File: config.mk
export PLATFORM = sky130hd
export DESIGN_NAME = interboard_rx_depacketizer
export DESIGN_NICKNAME = d
export VERILOG_FILES = /design/src/rtl/interboard_rx_depacketizer.sv
export SDC_FILE = /design/constraint.sdc
export NUM_CORES = 1
export LEC_CHECK = 0
export ABC_AREA = 1
export BUFFER_PORTS_ARGS = -buffer_cell sky130_fd_sc_hd__buf_2
export CORE_ASPECT_RATIO = 0.6
export CORE_UTILIZATION = 39
export CTS_CLUSTER_DIAMETER = 30
export DETAILED_ROUTE_END_ITERATION = 7
export PLACE_DENSITY = 0.6
export SLEW_MARGIN = 30
export SYNTH_ARGS = -nofsm -noshare
export SYNTH_HDL_FRONTEND = slang
export SYNTH_SLANG_ARGS = --single-unit
File: constraint.sdc
create_clock -name clk -period 1.5 [get_ports clk]
set_input_delay 0 -clock clk [delete_from_list [all_inputs] [get_ports clk]]
set_output_delay 0 -clock clk [all_outputs]
set_load 0.02 [all_outputs]
File: src/rtl/interboard_rx_depacketizer.sv
// Receive-side depacketizer for the inter-board link: pops header/payload words from a
// show-ahead FIFO, emits payload words on a registered valid/ready port and counts framing errors.
module interboard_rx_depacketizer #(
    parameter int ERR_W = 8,
    parameter int PKT_W = 16
) (
    input  logic             clk,
    input  logic             reset,
    input  logic             rdempty,
    input  logic [10:0]      q,
    output logic             rdreq,
    output logic [9:0]       out_data,
    output logic             out_dest,
    output logic             out_last,
    output logic             out_valid,
    input  logic             out_ready,
    output logic             err_pulse,
    output logic [ERR_W-1:0] err_count,
    output logic [PKT_W-1:0] pkt_count,
    output logic             dbg_state
);

    typedef enum logic {
        S_HDR = 1'b0,
        S_PAY = 1'b1
    } state_t;

    localparam logic [ERR_W-1:0] ERR_MAX = '1;

    state_t     state;
    logic [3:0] rem;
    logic       dest;

    logic       is_hdr;
    logic       out_free;
    logic       hdr_pop;
    logic       pay_pop;
    logic       stray;
    logic       trunc;

    // Output handshake: a word transfers on a cycle where out_valid=1 and out_ready=1;
    // while out_valid=1 and out_ready=0 the word is held unchanged.
    assign is_hdr   = q[10];
    assign out_free = !out_valid || out_ready;
    assign hdr_pop  = (state == S_HDR) && !rdempty;
    assign pay_pop  = (state == S_PAY) && !rdempty && !is_hdr && out_free;
    assign stray    = (state == S_HDR) && !rdempty && !is_hdr;
    assign trunc    = (state == S_PAY) && !rdempty && is_hdr;

    // Headers never touch the output register, so they pop even under backpressure.
    assign rdreq     = reset && (hdr_pop || pay_pop);
    assign dbg_state = state;

    always_ff @(posedge clk or negedge reset) begin
        if (!reset) begin
            state     <= S_HDR;
            rem       <= 4'd0;
            dest      <= 1'b0;
            out_valid <= 1'b0;
            out_last  <= 1'b0;
            out_dest  <= 1'b0;
            out_data  <= 10'd0;
            err_pulse <= 1'b0;
            err_count <= '0;
            pkt_count <= '0;
        end else begin
            err_pulse <= 1'b0;
            if (out_valid && out_ready) begin
                out_valid <= 1'b0;
            end
            if (stray || trunc) begin
                err_pulse <= 1'b1;
                if (err_count != ERR_MAX) begin
                    err_count <= err_count + ERR_W'(1);
                end
            end
            case (state)
                S_HDR: begin
                    if (hdr_pop && is_hdr && (q[3:0] != 4'd0)) begin
                        dest  <= q[9];
                        rem   <= q[3:0];
                        state <= S_PAY;
                    end
                end
                S_PAY: begin
                    // A header here means the packet was cut short; leave it for S_HDR.
                    if (trunc) begin
                        rem   <= 4'd0;
                        state <= S_HDR;
                    end else if (pay_pop) begin
                        out_data  <= q[9:0];
                        out_dest  <= dest;
                        out_last  <= (rem == 4'd1);
                        out_valid <= 1'b1;
                        rem       <= rem - 4'd1;
                        if (rem == 4'd1) begin
                            state     <= S_HDR;
                            pkt_count <= pkt_count + PKT_W'(1);
                        end
                    end
                end
                default: state <= S_HDR;
            endcase
        end
    end

endmodule

==> results.md, run 1 <==
- Outcome: completed
- Synthesis-to-finish area growth: 32.1%
- Gate Count Post-Synth: 265
- Grt ovf: 0
- # rows: 20
- Ranking of synthesized cells by area: dfrtp_1 50%, nand2_1 18%, inv_1 4.4%
- Fraction of layout cells with a size suffix above 1: 26.7%
- Slew @ Worst Pin: 0.565 ns
- 1st-iter DRT viols: 65
- Reg clk slew, reported paths: 0.08 ns
- Final Cell Area: between 2000 and 3000 sq um
- TritonCTS clock tree: built
- Register area share after synthesis: 50.2%
- Skew-Pair Late Insertion Delay: just under 0.3 ns
- Slew headroom: 62.3%
- Worst Hold Depth: 4
- RSZ-0062 raised after global routing: false
- Antenna violations before repair: 0
- FF-to-FF Start: err_count[1]$_DFFE_PN0P_
- Post-synth top area cell: dfrtp_1
- Top_reg_cell synth: dfrtp_1
- Vias in the first global route: 1664
- DRC Markers: 0
- DRT Pass-1 Iters: 4
- Worst hold path type: input pin to flop
- Slowest stage delay, CP: ~0.37 ns
- Clk sink count: 44
- Initial Utilization: a little over two fifths
- Syn. warnings: 0
- Clk network pwr share: 18.8%
- Final net count: 364
- Routed wire per std cell: 12.2 um
- Routed WL: 5.00 mm
- Setup CP Type: flop to output pin
- Clk_skew: 0.00660 ns
- Post-Syn Nets: 284
- Crit end category: output pin
- Fill count: 486
- Global-route wire length before repair: 8.17 mm
- Crit-path max FO: 18
- Top-area cell type share of the netlist area: approximately 50%
- Hpwl dp: 3.55 mm
- Asr flop ratio synth: 100%
- Routability cong.: between 0.8 and 0.9
- Antenna Cells: 0
- Min Clock Period, post-route: 1.38 ns
- Power Internal: 0.00260 W
- Synthesized area: 2190 sq um
- Pin count of the biggest net entering global routing: 45
- Die width: 98.8 um
- Required @ worst endpoint: 1.50 ns
- Logic pwr share: 39.7%
- CP cell instances: inv_2, nor2_4, nand3_4, buf_12, a21boi_2, buf_4
- Power per cell area: 1480 nW/um^2
- Die height: roughly 60 um
- Reg-to-Reg End: err_count[5]$_DFFE_PN0P_
- Final setup viols: 0
- Worst hold path endpoint: err_pulse$_DFF_PN0_
- Worst R2R Setup Slack: 0.13 ns
- Sequential fraction of design power: 41.6%
- Core area: roughly 5200 sq um
- Post-synth EDFFs: 0
- HP Start: rdempty
- Die area: approximately 6000 sq um
- Register area: 1100 sq um
- Total power: 0.00429 W
- Area of the multi-input gates: 997 sq um
- Total of max-cap violations: 0
- Port bufs: between 50 and 60
- Detail Route Antenna Nets: 0
- Critical Path AT: 1.38 ns
- CP startpoint kind: flop
- Maximum vdd drop: 609 uV
- Gr usage total: 18.2%
- Yosys cell types: 26
- Top-count cell post-synth: nand2_1
- Switching Share: about 40%
- Max-slew violations: 0
- Fin crit share: between 90 and 100%
- Crit path max-delay family: buffers and inverters
- Vias: 1877
- Crit path buf inv count: 3
- Commonest cells post-synth: 104 x nand2_1, 44 x dfrtp_1, 26 x inv_1
- R2R depth: 8
- Clk root buf: clkbuf_8
- Critical-path top delay cell: dfrtp_1
- Worst hold slack: between 0.04 and 0.05 ns
- Net switching power: 0.00169 W
- Synthesized flop and latch total: 44
- Syn Area/Cell: 8.28 sq um
- H-tree levels: 2
- CTS Buf Count: 5
- Leak pwr: 1.51 nW
- Ports: 55
- Deepest clock path buffer count: 2
- Setup ws final: 0.124 ns
- Vias per cell: 4.57
- Setup TNS: 0 ns
- Area after DPL: around 2600 sq um
- Hold Fails Final Rpt: 0
- DP Worst Slack: 0.0629 ns
- Highest clock rate: 727 MHz
==> how the worst max path moves through the flow <==
stage	slack [ns]	start	cells past startpoint	end
6_report	0.12	dbg_state$_DFF_PN0_	6	rdreq
2_1_floorplan	0.01	err_count[0]$_DFFE_PN0P_	8	err_count[5]$_DFFE_PN0P_
5_1_grt	0.006	err_count[0]$_DFFE_PN0P_	8	err_count[7]$_DFFE_PN0P_
3_5_place_dp	0.06	err_count[0]$_DFFE_PN0P_	8	err_count[5]$_DFFE_PN0P_
3_3_place_gp	0.07	pkt_count[1]$_DFFE_PN0P_	7	pkt_count[10]$_DFFE_PN0P_
4_1_cts	0.007	dbg_state$_DFF_PN0_	6	rdreq
==> sequential cells by signal, indices dropped and copies added (netlist names) <==
| register | cells |
|---|---|
| out_valid | 1 |
| out_dest | 1 |
| rem | 4 |
| dbg_state | 1 |
| pkt_count | 16 |
| err_count | 8 |
| err_pulse | 1 |
| out_last | 1 |
| out_data | 10 |
| dest | 1 |
==> power groups by stage <==
stage          logic [W]  registers, W  clock network (W)
2_1_floorplan   0.000671       0.00213                  0
3_3_place_gp     0.00162       0.00178                  0
3_5_place_dp     0.00163       0.00179                  0
4_1_cts          0.00167       0.00176           0.000836
5_1_grt          0.00190       0.00184           0.000898
6_report         0.00170       0.00178           0.000805
==> placed cells by master (no fill, tap or decap), drive strengths merged, types with 2 or more instances in the layout <==
master       count
nand4            6
xnor2           10
buf             65
clkbuf           7
nor3             2
dlygate4sd3     13
nand3           10
dfrtp           44
inv             28
nand2          105
nor2            21
xor2             8
a21oi            3
a22oi            2
o21ai           16
ha               4
==> tightest hold or removal path: stages <==
cell	delay (ns)
buf_2	0.11
nor2_4	0.05
nand2_1	0.06
o21ai_2	0.07
==> logic make-up (layout without fill, tap and decap cells) <==
family / Yosys count / in the layout / synth area share [%]
XOR/XNOR: 18 / 18 / 7.53
AND/OR/NAND/NOR: 144 / 144 / 27.4
AO/OA/AOI/OAI: 22 / 22 / 6.05
buffers and inverters: 33 / 113 / 6.56
adder cells (fa/ha/maj): 4 / 4 / 2.28
flip-flops: 44 / 44 / 50.2
==> cell type report <==
class,instances,share of cell area [%]
clock buffers,7,3.33
well taps,66,2.85
inverters,28,3.63
flip-flops and latches,44,38.0
multi-input cells,188,34.4
repair buffers,78,17.8
==> per-stage QoR <==
step	utilization, %	std cells
finish	55.4	411
global route	55.4	411
CTS	54.0	410
detailed placement	49.6	390
global placement	49.6	390
floorplan	-	265
==> what timing repair did <==
action | 4_1_cts | 5_1_grt
endpoints found under the hold margin | 57 | 0
resized for setup | 1 | 16
buffers inserted | 0 | 1
endpoints found under the setup margin | 1 | 12
pin swaps | 0 | 3
hold buffers | 13 | 0
==> metal layers <==
metal	global-route usage, %	share of wire, %	up-vias
li1	-	-	976
met5	0	0	-
met3	4.68	6.0	5
met4	5.12	0.68	0
met2	25.3	38	50
met1	27.6	55	846
Power figures use the tool's default switching activity.
==> run 2: changes to the inputs <==
Clock period 1.5 ns to 1.8 ns, I/O delays scaled along.
==> run 2 against run 1 <==
  * The flow now finishes with violations (hold timing)
  * Worst setup slack better by 0.090 ns
  * Combinational power down 27%
  * Via count down 3.8%
  * Final cell count down 2.2%
  * Global-route usage down 0.32 points
  * Sequential share of layout area up 2.3 points
  * First-iteration DRC count up 37%
  * Wire length down 7.2%
  * Critical path depth up 2
  * Core utilization down 3.2 points
==> results.md, run 2 (synthesis gave the netlist of run 1 again) <==
- Vias: 1805 (was 1877)
- Slew @ Worst Pin: 0.544 ns (was 0.565 ns)
- Deepest clock path buffer count: 2 (unchanged)
- Skew-Pair Late Insertion Delay: 0.29 ns (about the same)
- Reg clk slew, reported paths: 0.08 ns (about the same)
- Hpwl dp: 3.42 mm (was 3.55 mm)
- Die area: 5940 sq um (unchanged)
- Min Clock Period, post-route: 1.59 ns
- Antenna Cells: 0 (unchanged)
- Final setup viols: 0 (unchanged)
- Clk root buf: clkbuf_8 (unchanged)
- Post-CTS Resized: 0 (was 1)
- CTS Hold Bufs: 10 (was 13)
- Post-CTS Setup Inserts: 0 (unchanged)
- Max-slew violations: 0 (unchanged)
- Slowest stage delay, CP: 0.44 ns (was 0.37 ns)
- Critical-path top delay cell: dfrtp_1 (unchanged)
- Vias per cell: 4.49 (was 4.57)
- Commonest non-fill, non-tap cell in the layout: nand2_1 (unchanged)
- Critical Path AT: 1.81 ns (was 1.38 ns)
- Setup ws final: 0.215 ns (was 0.124 ns)
- Crit-path max FO: 9 (was 18)
- Outcome: finished with violations (was completed)
- DP Worst Slack: 0.218 ns (was 0.0629 ns)
- Crit path buf inv count: 1 (was 3)
- Detail Route Antenna Nets: 0 (unchanged)
- Reg with most FFs: pkt_count (unchanged)
- RSZ-0062 raised after global routing: false (unchanged)
- Die height: 60.1 um (unchanged)
- Clk_skew: 0.00293 ns (was 0.00660 ns)
- Crit path max-delay family: simple AND/OR/NAND/NOR gates (was buffers and inverters)
- Gr usage total: 17.9% (was 18.2%)
- Antenna violations before repair: 0 (unchanged)
- Routed WL: 4.64 mm (was 5.00 mm)
- Pin count of the biggest net entering global routing: 45 (unchanged)
- Fraction of layout cells with a size suffix above 1: 23.5% (was 26.7%)
- Global-route wire length before repair: 8.09 mm (was 8.17 mm)
- Worst hold path type: input pin to flop (unchanged)
- H-tree levels: 2 (unchanged)
- Clk sink count: 44 (unchanged)
- Failing checks: hold timing
- Power Internal: 0.00203 W (was 0.00260 W)
- Net switching power: 0.00134 W (was 0.00169 W)
- CP startpoint kind: flop (unchanged)
- Setup TNS: 0 ns (unchanged)
- Biggest regs: pkt_count (16), out_data (10), err_count (8) (unchanged)
- Required @ worst endpoint: 2.02 ns (was 1.50 ns)
- Total of max-cap violations: 0 (unchanged)
- Logic pwr share: 36.7% (was 39.7%)
- CP cell instances: ha_1, nand3_2, nor2_4, nand3_1, nand2_1, buf_4, nand2_1, o21ai_2 (was inv_2, nor2_4, nand3_4, buf_12, a21boi_2, buf_4)
- CP most frequent cell: nand2_1
- Number of flip-flops in the largest register: 16 (unchanged)
- Ports: 55 (unchanged)
- Switching Share: 39.7% (was 39.3%)
- DRT Pass-1 Iters: 4 (unchanged)
- Synthesis-to-finish area growth: 24.5% (was 32.1%)
- Port bufs: 54 (unchanged)
- # rows: 20 (unchanged)
- Clk network pwr share: 18.7% (was 18.8%)
- Setup CP Type: flop to flop (was flop to output pin)
- Grt ovf: 0 (unchanged)
- Most frequent cells in the layout: 104 x nand2_1, 54 x buf_2, 44 x dfrtp_1, 26 x inv_1, 18 x nor2_1 (was 102 x nand2_1, 53 x buf_2, 44 x dfrtp_1, 26 x inv_1, 15 x nor2_1)
- Initial Utilization: 41.9% (unchanged)
- DRC Markers: 0 (unchanged)
- Final net count: 354 (was 364)
- Hold Fails Final Rpt: 1 (was 0)
- Crit end category: flop (was output pin)
- Vias in the first global route: 1691 (was 1664)
- Power per cell area: 1240 nW/um^2 (was 1480 nW/um^2)
- Routability cong.: 0.779 (was 0.850)
- TritonCTS clock tree: built (unchanged)
- Leak pwr: 1.45 nW (was 1.51 nW)
- Area after DPL: 2540 sq um (was 2590 sq um)
- Die width: 98.8 um (unchanged)
- Sequential fraction of design power: 44.6% (was 41.6%)
- Final Cell Area: 2730 sq um (was 2900 sq um)
- Fin crit share: 88.1%
- Routed wire per std cell: 11.5 um (was 12.2 um)
- Maximum vdd drop: 630 uV (was 609 uV)
- Slew headroom: 63.8% (was 62.3%)
- 1st-iter DRT viols: 89 (was 65)
- Worst hold slack: -0.000417 ns (was 0.0466 ns)
- Highest clock rate: roughly 630 MHz
- Core area: 5230 sq um (unchanged)
- CTS Buf Count: 5 (unchanged)
[run 2: cell count changes in the layout (fill, tap and decap cells not counted), sizes merged]
| cell | change |
|---|---|
| buf | -7 |
| clkbuf | -1 |
| clkinv | +2 |
| dlygate4sd3 | -3 |
[run 2: layout make-up]
class / instances / area [sq um]
fillers: 518 / 2500
flip-flops and latches: 44 / 1100
clock buffers: 6 / 82.6
clock inverters: 2 / 10.0
well taps: 66 / 82.6
repair buffers: 68 / 400
multi-input cells: 188 / 948
inverters: 28 / 105
[run 2: path summary, 6_finish.rpt]
check                                         startpoint                        end  slack [ns]  cells past startpoint
worst max-delay path            err_count[0]$_DFFE_PN0P_   err_count[2]$_DFFE_PN0P_        0.21                      8
worst min-delay path                           out_ready        out_valid$_DFF_PN0_     -0.0004                      4
worst max register to register  err_count[0]$_DFFE_PN0P_   err_count[2]$_DFFE_PN0P_        0.21                      8
worst min register to register          dest$_DFFE_PN0P_       out_dest$_DFFE_PN0P_        0.48                      2
max in group asynchronous                          reset  pkt_count[12]$_DFFE_PN0P_        1.08                      3
min in group asynchronous                          reset           dest$_DFFE_PN0P_        0.35                      3
[run 2: through the flow]
step	total power, W	hold slack [ns]	std cells	util [%]
final	0.00337	-0.000417	402	52.2
after global routing	0.00365	0.00964	402	52.2
after CTS	0.00342	0.000312	402	52.2
after detailed placement	0.00275	0.153	384	48.5
after global placement	0.00274	0.165	384	48.5
after floorplan	0.00234	-0.296	265	-
[run 2: worst register-to-register path, stage by stage (launching register included)]
cell and delay (ns):
dfrtp_1 0.44, ha_1 0.23, nand3_2 0.12, nor2_4 0.12
nand3_1 0.07, nand2_1 0.23, buf_4 0.20, nand2_1 0.06
o21ai_2 0.05
[run 2: power groups by stage]
stage | clock network [W] | registers (W) | logic, W
after floorplan | 0 | 0.00178 | 0.000559
after global placement | 0 | 0.00152 | 0.00122
after detailed placement | 0 | 0.00152 | 0.00123
after CTS | 0.000660 | 0.00150 | 0.00125
after global routing | 0.000699 | 0.00155 | 0.00140
final | 0.000630 | 0.00150 | 0.00124
[run 2: routing by layer]
| layer | GRT usage (%) | part of all wire, % |
|---|---|---|
| met1 | 27.9 | 56 |
| met2 | 24.3 | 37 |
| met3 | 4.68 | 6.6 |
| met4 | 3.84 | 0.67 |
| met5 | 0 | 0 |
==> run 3: changes to the inputs <==
Settings changed: CORE_MARGIN set to 5.
==> run 3 against run 2 <==
  * The flow now finishes without violations
  * Flip-flop and latch count unchanged
  * Sequential share of layout area down 0.44 points
  * Maximum frequency up 0.26%
  * Register-to-register slack about the same
  * Critical endpoint is now err_count[0]$_DFFE_PN0P_
  * Die area up 22%
  * Highest routed layer unchanged
==> results.md, run 3 (synthesis gave the netlist of run 1 again) <==
- Biggest regs: pkt_count (16), out_data (10), err_count (8) (unchanged)
- Clk root buf: clkbuf_8 (unchanged)
- H-tree levels: 2 (unchanged)
- Port bufs: 54 (unchanged)
- Final net count: 356 (was 354)
- Routed WL: 4.95 mm (was 4.64 mm)
- Reg with most FFs: pkt_count (unchanged)
- Min Clock Period, post-route: 1.58 ns (was 1.59 ns)
- CP startpoint kind: flop (unchanged)
- Area after DPL: 2540 sq um (about the same)
- Required @ worst endpoint: 2.02 ns (about the same)
- Post-CTS Resized: 0 (unchanged)
- Setup TNS: 0 ns (unchanged)
- Pin count of the biggest net entering global routing: 45 (unchanged)
- Skew-Pair Late Insertion Delay: 0.29 ns (about the same)
- Vias per cell: 4.56 (was 4.49)
- Crit-path max FO: 8 (was 9)
- Slowest stage delay, CP: 0.43 ns (was 0.44 ns)
- Most frequent cells in the layout: 104 x nand2_1, 54 x buf_2, 44 x dfrtp_1, 26 x inv_1, 18 x nor2_1 (unchanged)
- Crit path max-delay family: simple AND/OR/NAND/NOR gates (unchanged)
- Final setup viols: 0 (unchanged)
- Antenna Cells: 0 (unchanged)
- Critical Path AT: 1.80 ns (was 1.81 ns)
- Ports: 55 (unchanged)
- CP cell instances: ha_1, nand3_2, nor2_4, nand3_1, nand2_1, buf_4, xnor2_2 (was ha_1, nand3_2, nor2_4, nand3_1, nand2_1, buf_4, nand2_1, o21ai_2)
- Routability cong.: 0.815 (was 0.779)
- Total of max-cap violations: 0 (unchanged)
- CTS Hold Bufs: 12 (was 10)
- # rows: 21 (was 20)
- Maximum vdd drop: 616 uV (was 630 uV)
- Core area: 5520 sq um (was 5230 sq um)
- Sequential fraction of design power: 43.6% (was 44.6%)
- Hpwl dp: 3.54 mm (was 3.42 mm)
- Clk sink count: 44 (unchanged)
- Hold Fails Final Rpt: 0 (was 1)
- Synthesis-to-finish area growth: 25.8% (was 24.5%)
- DRC Markers: 0 (unchanged)
- Final Cell Area: 2760 sq um (was 2730 sq um)
- Die height: 68.1 um (was 60.1 um)
- Initial Utilization: 39.8% (was 41.9%)
- DRT Pass-1 Iters: 4 (unchanged)
- CTS Buf Count: 5 (unchanged)
- Crit path buf inv count: 1 (unchanged)
- Fin crit share: 87.8% (was 88.1%)
- Post-CTS Setup Inserts: 0 (unchanged)
- Fraction of layout cells with a size suffix above 1: 22.9% (was 23.5%)
- Power Internal: 0.00213 W (was 0.00203 W)
- Slew headroom: 63.6% (was 63.8%)
- Setup CP Type: flop to flop (unchanged)
- Clk network pwr share: 20.6% (was 18.7%)
- Slew @ Worst Pin: 0.546 ns (was 0.544 ns)
- Vias in the first global route: 1811 (was 1691)
- Die area: 7270 sq um (was 5940 sq um)
- TritonCTS clock tree: built (unchanged)
- Critical-path top delay cell: dfrtp_1 (unchanged)
- Number of flip-flops in the largest register: 16 (unchanged)
- RSZ-0062 raised after global routing: false (unchanged)
- Detail Route Antenna Nets: 0 (unchanged)
- Power per cell area: 1260 nW/um^2 (was 1240 nW/um^2)
- Reg clk slew, reported paths: 0.08 ns (about the same)
- Deepest clock path buffer count: 2 (unchanged)
- Clk_skew: 0.0123 ns (was 0.00293 ns)
- Vias: 1846 (was 1805)
- Leak pwr: 1.46 nW (was 1.45 nW)
- Worst hold slack: 0.0261 ns (was -0.000417 ns)
- Final Core Density: 50.0% (was 52.2%)
- Routed wire per std cell: 12.2 um (was 11.5 um)
- Crit end category: flop (unchanged)
- 1st-iter DRT viols: 101 (was 89)
- Antenna violations before repair: 0 (unchanged)
- Gr usage total: 15.0% (was 17.9%)
- Max-slew violations: 0 (unchanged)
- Total power: 0.00347 W (was 0.00337 W)
- Worst hold path type: input pin to flop (unchanged)
- Logic pwr share: 35.8% (was 36.7%)
- Die width: 107 um (was 98.8 um)
- Highest clock rate: 632 MHz (was 631 MHz)
- Grt ovf: 0 (unchanged)
- Net switching power: 0.00134 W (about the same)
- Outcome: completed (was finished with violations)
- Switching Share: 38.7% (was 39.7%)
- Global-route wire length before repair: 8.58 mm (was 8.09 mm)
- Commonest non-fill, non-tap cell in the layout: nand2_1 (unchanged)
## run 3: cell types whose count changed in the layout (fill, tap and decap cells not counted)
| cell | change |
|---|---|
| clkbuf_8 | -1 |
| clkinv_2 | -2 |
| dlygate4sd3_1 | +2 |
| bufinv_16 | +1 |
## run 3: per-layer routing
metal | up-vias | wire length [um] | GRT usage, %
met5 | - | 0 | 0
met4 | 0 | 17 | 2.07
met3 | 2 | 323 | 4.62
met2 | 62 | 1880 | 21.6
met1 | 820 | 2720 | 22.4
li1 | 962 | - | -
## run 3: power groups by stage
stage,clock network (W),registers [W],logic [W]
2_1_floorplan,0,0.00178,0.000559
3_3_place_gp,0,0.00152,0.00122
3_5_place_dp,0,0.00153,0.00123
4_1_cts,0.000739,0.00151,0.00126
5_1_grt,0.000781,0.00156,0.00139
6_report,0.000714,0.00151,0.00124
## run 3: path summary, 6_finish.rpt
check / start / depth (start not counted) / end / slack [ns]
max: err_count[0]$_DFFE_PN0P_ / 7 / err_count[0]$_DFFE_PN0P_ / 0.22
min: q[3] / 3 / out_data[3]$_DFFE_PN0P_ / 0.03
max reg2reg: err_count[0]$_DFFE_PN0P_ / 7 / err_count[0]$_DFFE_PN0P_ / 0.22
min reg2reg: out_data[6]$_DFFE_PN0P_ / 2 / out_data[6]$_DFFE_PN0P_ / 0.48
max in group asynchronous: reset / 3 / pkt_count[0]$_DFFE_PN0P_ / 1.06
min in group asynchronous: reset / 3 / out_data[9]$_DFFE_PN0P_ / 0.35
## run 3: worst min-delay path, stage by stage
cell     delay [ns]
buf_2          0.11
inv_1          0.06
o21ai_0        0.09
## run 3: cell type report
class / instances / area (sq um)
fillers: 542 / 2760
flip-flops and latches: 44 / 1100
multi-input cells: 188 / 948
repair buffers: 70 / 420
inverters: 28 / 105
well taps: 69 / 86.3
clock buffers: 5 / 68.8
clock inverters: 1 / 30.0
## run 3: metrics by stage
stage	setup WS [ns]	std cells
3_5_place_dp	0.230	387
4_1_cts	0.213	405
2_1_floorplan	0.311	265
6_report	0.219	405
3_3_place_gp	0.304	387
5_1_grt	0.0299	405
